===== config.mk =====
export PLATFORM = sky130hd
export DESIGN_NAME = jk_reg_bank
export DESIGN_NICKNAME = d
export VERILOG_FILES = /design/src/rtl/jk_pkg.sv /design/src/rtl/jk_cell.sv /design/src/rtl/jk_reg_bank.sv
export SDC_FILE = /design/constraint.sdc
export NUM_CORES = 1
export LEC_CHECK = 0
export ABC_AREA = 1
export CAP_MARGIN = 10
export CORE_AREA = 2 2 52 54
export DETAILED_ROUTE_END_ITERATION = 12
export DIE_AREA = 0 0 54 56
export DONT_BUFFER_PORTS = 1
export PLACE_DENSITY = 0.73
export SLEW_MARGIN = 20
export SYNTH_ARGS = -nofsm -noshare
export SYNTH_HDL_FRONTEND = slang
export SYNTH_SLANG_ARGS = --single-unit

===== constraint.sdc =====
create_clock -name clk -period 2 [get_ports clk]
set_input_delay 0.4 -clock clk [delete_from_list [all_inputs] [get_ports clk]]
set_output_delay 0.4 -clock clk [all_outputs]
set_load 0.005 [all_outputs]

===== src/rtl/jk_pkg.sv =====
// Shared definitions for the JK register bank: operating-mode encodings.
package jk_pkg;

    typedef enum logic [1:0] {
        JK_MODE = 2'b00,
        CNT_UP  = 2'b01,
        CNT_DN  = 2'b10,
        LOAD    = 2'b11
    } jk_mode_t;

endpackage


===== src/rtl/jk_cell.sv =====
// Single JK flip-flop with synchronous reset to rst_val and a clock enable.
// q and qbar are separate flops kept in lockstep.
module jk_cell (
    input  logic clk,
    input  logic rst,
    input  logic en,
    input  logic rst_val,
    input  logic j,
    input  logic k,
    output logic q,
    output logic qbar
);

    logic q_d;

    // Next state from the four JK cases.
    always_comb begin
        q_d = q;
        unique case ({j, k})
            2'b00: q_d = q;
            2'b01: q_d = 1'b0;
            2'b10: q_d = 1'b1;
            2'b11: q_d = ~q;
            default: q_d = q;
        endcase
    end

    // State flops; reset wins over enable.
    always_ff @(posedge clk) begin
        if (rst) begin
            q    <= rst_val;
            qbar <= ~rst_val;
        end else if (en) begin
            q    <= q_d;
            qbar <= ~q_d;
        end
    end

endmodule


===== src/rtl/jk_reg_bank.sv =====
// Bank of WIDTH JK cells with per-bit JK, direct load and up/down counting.
// Counting chains the cells as toggle stages; no adder is used.
module jk_reg_bank
    import jk_pkg::*;
#(
    parameter int unsigned       WIDTH   = 8,
    parameter logic [WIDTH-1:0]  RST_VAL = '0
) (
    input  logic             clk,
    input  logic             rst,
    input  logic             en,
    input  logic [1:0]       mode,
    input  logic [WIDTH-1:0] j,
    input  logic [WIDTH-1:0] k,
    output logic [WIDTH-1:0] q,
    output logic [WIDTH-1:0] qbar,
    output logic             wrap
);

    jk_mode_t         mode_sel;
    logic [WIDTH-1:0] t_up;
    logic [WIDTH-1:0] t_dn;
    logic [WIDTH-1:0] cell_j;
    logic [WIDTH-1:0] cell_k;
    logic             wrap_d;

    assign mode_sel = jk_mode_t'(mode);

    // Toggle chains: a stage toggles when all lower stages are 1 (up) or 0 (down).
    always_comb begin
        t_up    = '0;
        t_dn    = '0;
        t_up[0] = 1'b1;
        t_dn[0] = 1'b1;
        for (int i = 1; i < int'(WIDTH); i++) begin
            t_up[i] = t_up[i-1] & q[i-1];
            t_dn[i] = t_dn[i-1] & qbar[i-1];
        end
    end

    // Mode mux selecting the J/K drive of every cell.
    always_comb begin
        cell_j = '0;
        cell_k = '0;
        unique case (mode_sel)
            JK_MODE: begin
                cell_j = j;
                cell_k = k;
            end
            CNT_UP: begin
                cell_j = t_up;
                cell_k = t_up;
            end
            CNT_DN: begin
                cell_j = t_dn;
                cell_k = t_dn;
            end
            LOAD: begin
                cell_j = j;
                cell_k = ~j;
            end
            default: begin
                cell_j = '0;
                cell_k = '0;
            end
        endcase
    end

    for (genvar g = 0; g < int'(WIDTH); g++) begin : g_cell
        jk_cell u_cell (
            .clk     (clk),
            .rst     (rst),
            .en      (en),
            .rst_val (RST_VAL[g]),
            .j       (cell_j[g]),
            .k       (cell_k[g]),
            .q       (q[g]),
            .qbar    (qbar[g])
        );
    end

    // Wrap occurs when the whole toggle chain carries out of the top cell.
    always_comb begin
        wrap_d = 1'b0;
        if (en) begin
            if (mode_sel == CNT_UP) wrap_d = &q;
            else if (mode_sel == CNT_DN) wrap_d = &qbar;
        end
    end

    // One-cycle wrap pulse register.
    always_ff @(posedge clk) begin
        if (rst) wrap <= 1'b0;
        else     wrap <= wrap_d;
    end

endmodule


==> metrics <==
Detailed Place HPWL=2280 um; skew final=0.0112 ns; Synth Area in Simple Gates=32.4%; post_cts resized=0; Max-slew headroom=76.2%; total global routing overflow=0; core area=0.00243 sq mm; WL/cell=14.6 um; Die Area=0.00302 sq mm; Fill cells=254; latest clock arrival within the worst-skew pair=0.30 ns; PortBufs=0; routability congestion estimate=0.894; warnings from Yosys=0; largest net degree at the start of global routing=19; Setup crit start=mode[0]; DRC errors left=0; initial DRC count=26; Horiz. Die Dim=54 um; Layout area overhead=-8.06%; unrepaired setup endpoints after global routing=false; WHS=0.146 ns; Synth Instances=188; hold crit path type=input port to flop; share of cells above drive strength 1=9.88%; Synth Area in Adders=3.93%; VDD IR max=498 uV; Post-Syn Area=0.00127 sq mm; reg2reg setup slack=0.57 ns; clock buffer depth=2; status=finished clean; clk sinks=17; row cnt=18; IO Count=38; Worst R2R Start=g_cell[0].u_cell.q; Synth area leaders=dfxtp_1 (27%), nand2_1 (13%), buf_4 (9.4%); reg2reg path depth=9; via count=1142; DR pass1 iterations=4; register area share after synthesis=26.7%; mux cell area share after synthesis=0%; Req. time, crit path=2.20 ns; Synth Net Count=213; average size of a mapped cell=6.77 sq um; Die Ht=56 um; Fmax=692 MHz; kind of critical path=input port to flop; post-synth cell types=29; fin crit share=72.3%; XOR/XNOR share of the synthesized area=0%; Total Negative Setup Slacks=0 ns; vias in the first global route=1113; initial antenna violation count=0; final setup fails=0; Routed WL=2940 um; post-CTS setup repair buffer count=0; Final Hold Viols=0; GRT Total Usage=21.9%; vias per cell=5.65; Max-Cap Viols=0; Synth top area share=26.7%; Routed Antenna Nets=0; CP Launch Type=input port; crit end category=flop; Slew @ Worst Pin=0.358 ns; max-slew violations=0; reg-to-reg critical path endpoint=g_cell[7].u_cell.qbar; post-synthesis compound-gate area fraction=17.1%; antenna fix cells=0; Worst EP arrival=1.64 ns; first-pass GRT wire length=5000 um; Nets=198; Reg clk slew, reported paths=0.10 ns; Tmin final=1.45 ns; Synth Register Bits=17; root buf cell=clkbuf_4; Leakage=0.536 nW; Initial Util=52.3%; area leader, netlist=dfxtp_1; Crit Path Max Fanout=9; largest family of logic cells by synthesized area=simple AND/OR/NAND/NOR gates; Setup crit end=g_cell[4].u_cell.qbar; H-tree Lvls=1; Hold-fix buffers, CTS=0; cell area power density=644 mW/mm^2; TritonCTS clock tree=built; Num CTS Buffers=3
[through the flow]
| step | setup WS [ns] | instance area [sq um] | instances | utilization, % | total power, mW |
|---|---|---|---|---|---|
| 2_1_floorplan | 0.485 | 1270 | 188 | - | 0.582 |
| 3_3_place_gp | 0.335 | 1140 | 198 | 47.0 | 0.569 |
| 3_5_place_dp | 0.289 | 1140 | 198 | 47.0 | 0.575 |
| 4_1_cts | 0.570 | 1170 | 202 | 48.1 | 0.756 |
| 5_1_grt | 0.421 | 1170 | 202 | 48.1 | 0.803 |
| 6_report | 0.555 | 1170 | 202 | 48.1 | 0.754 |
[how the worst min path moves through the flow]
stage	slack, ns	cells past startpoint	end	from
after detailed placement	0.47	1	g_cell[7].u_cell.q	rst
final	0.15	1	g_cell[7].u_cell.q	rst
after global routing	0.13	1	g_cell[7].u_cell.q	rst
after global placement	0.46	1	g_cell[7].u_cell.q	rst
after CTS	0.15	1	g_cell[7].u_cell.q	rst
after floorplan	0.46	2	g_cell[3].u_cell.qbar	g_cell[3].u_cell.qbar
[synth_stat cells (all sizes together)]
master / number
nand2: 47
inv: 21
buf: 19
o21ai: 18
dfxtp: 17
nand3: 17
nor2: 16
a21oi: 15
ha: 4
nand4: 3
clkinv: 2
o211ai: 2
a211oi: 1
and3: 1
bufbuf: 1
nand3b: 1
o221ai: 1
o22ai: 1
o31ai: 1
[power breakdown]
group / internal (mW) / switching (mW)
Combinational: 0.0634 / 0.101
Clock: 0.0777 / 0.107
Sequential: 0.365 / 0.0398
Total: 0.506 / 0.248
[sequential cells by signal (all words and copies together), names as in the netlist]
signal              flops
g_cell.u_cell.q         8
g_cell.u_cell.qbar      8
wrap                    1
[routing by layer]
layer	track usage (%)	up-vias	routed length [um]
met3	9.14	6	239
li1	-	565	-
met2	36.9	34	1490
met1	25.5	537	1180
met4	3.93	0	28
met5	0	-	0
[critical path, cell delays in order]
cell and delay, ns:
inv_1 0.03, ha_1 0.32, inv_2 0.20, o21ai_0 0.11, o31ai_1 0.26, nand3_1 0.14, o21ai_0 0.10, nand2_1 0.07
[cell families (layout without fill, tap and decap cells)]
logic type               after synthesis  count (layout)
AND/OR/NAND/NOR                       85              85
flip-flops                            17              17
adder cells (fa/ha/maj)                4               4
AO/OA/AOI/OAI                         39              39
buffers and inverters                 43              27
[placed cells by master, fill, tap and decap left out, types with 3 or more instances in the layout]
cell       n
o21ai_0   16
nand2_1   45
a21oi_1   14
inv_1     20
dfxtp_1   17
clkbuf_4   3
nor2_1    14
nand3_2    5
ha_1       4
nand3_1   12
[area by class of cell]
class                      count  area, sq um  area share, %
multi-input combinational    128          679           58.1
sequential                    17          340           29.1
inverter                      23         86.3           7.38
tap                           30         37.5           3.21
clock buffer                   4         26.3           2.25
(Power assumes the default switching activity.)
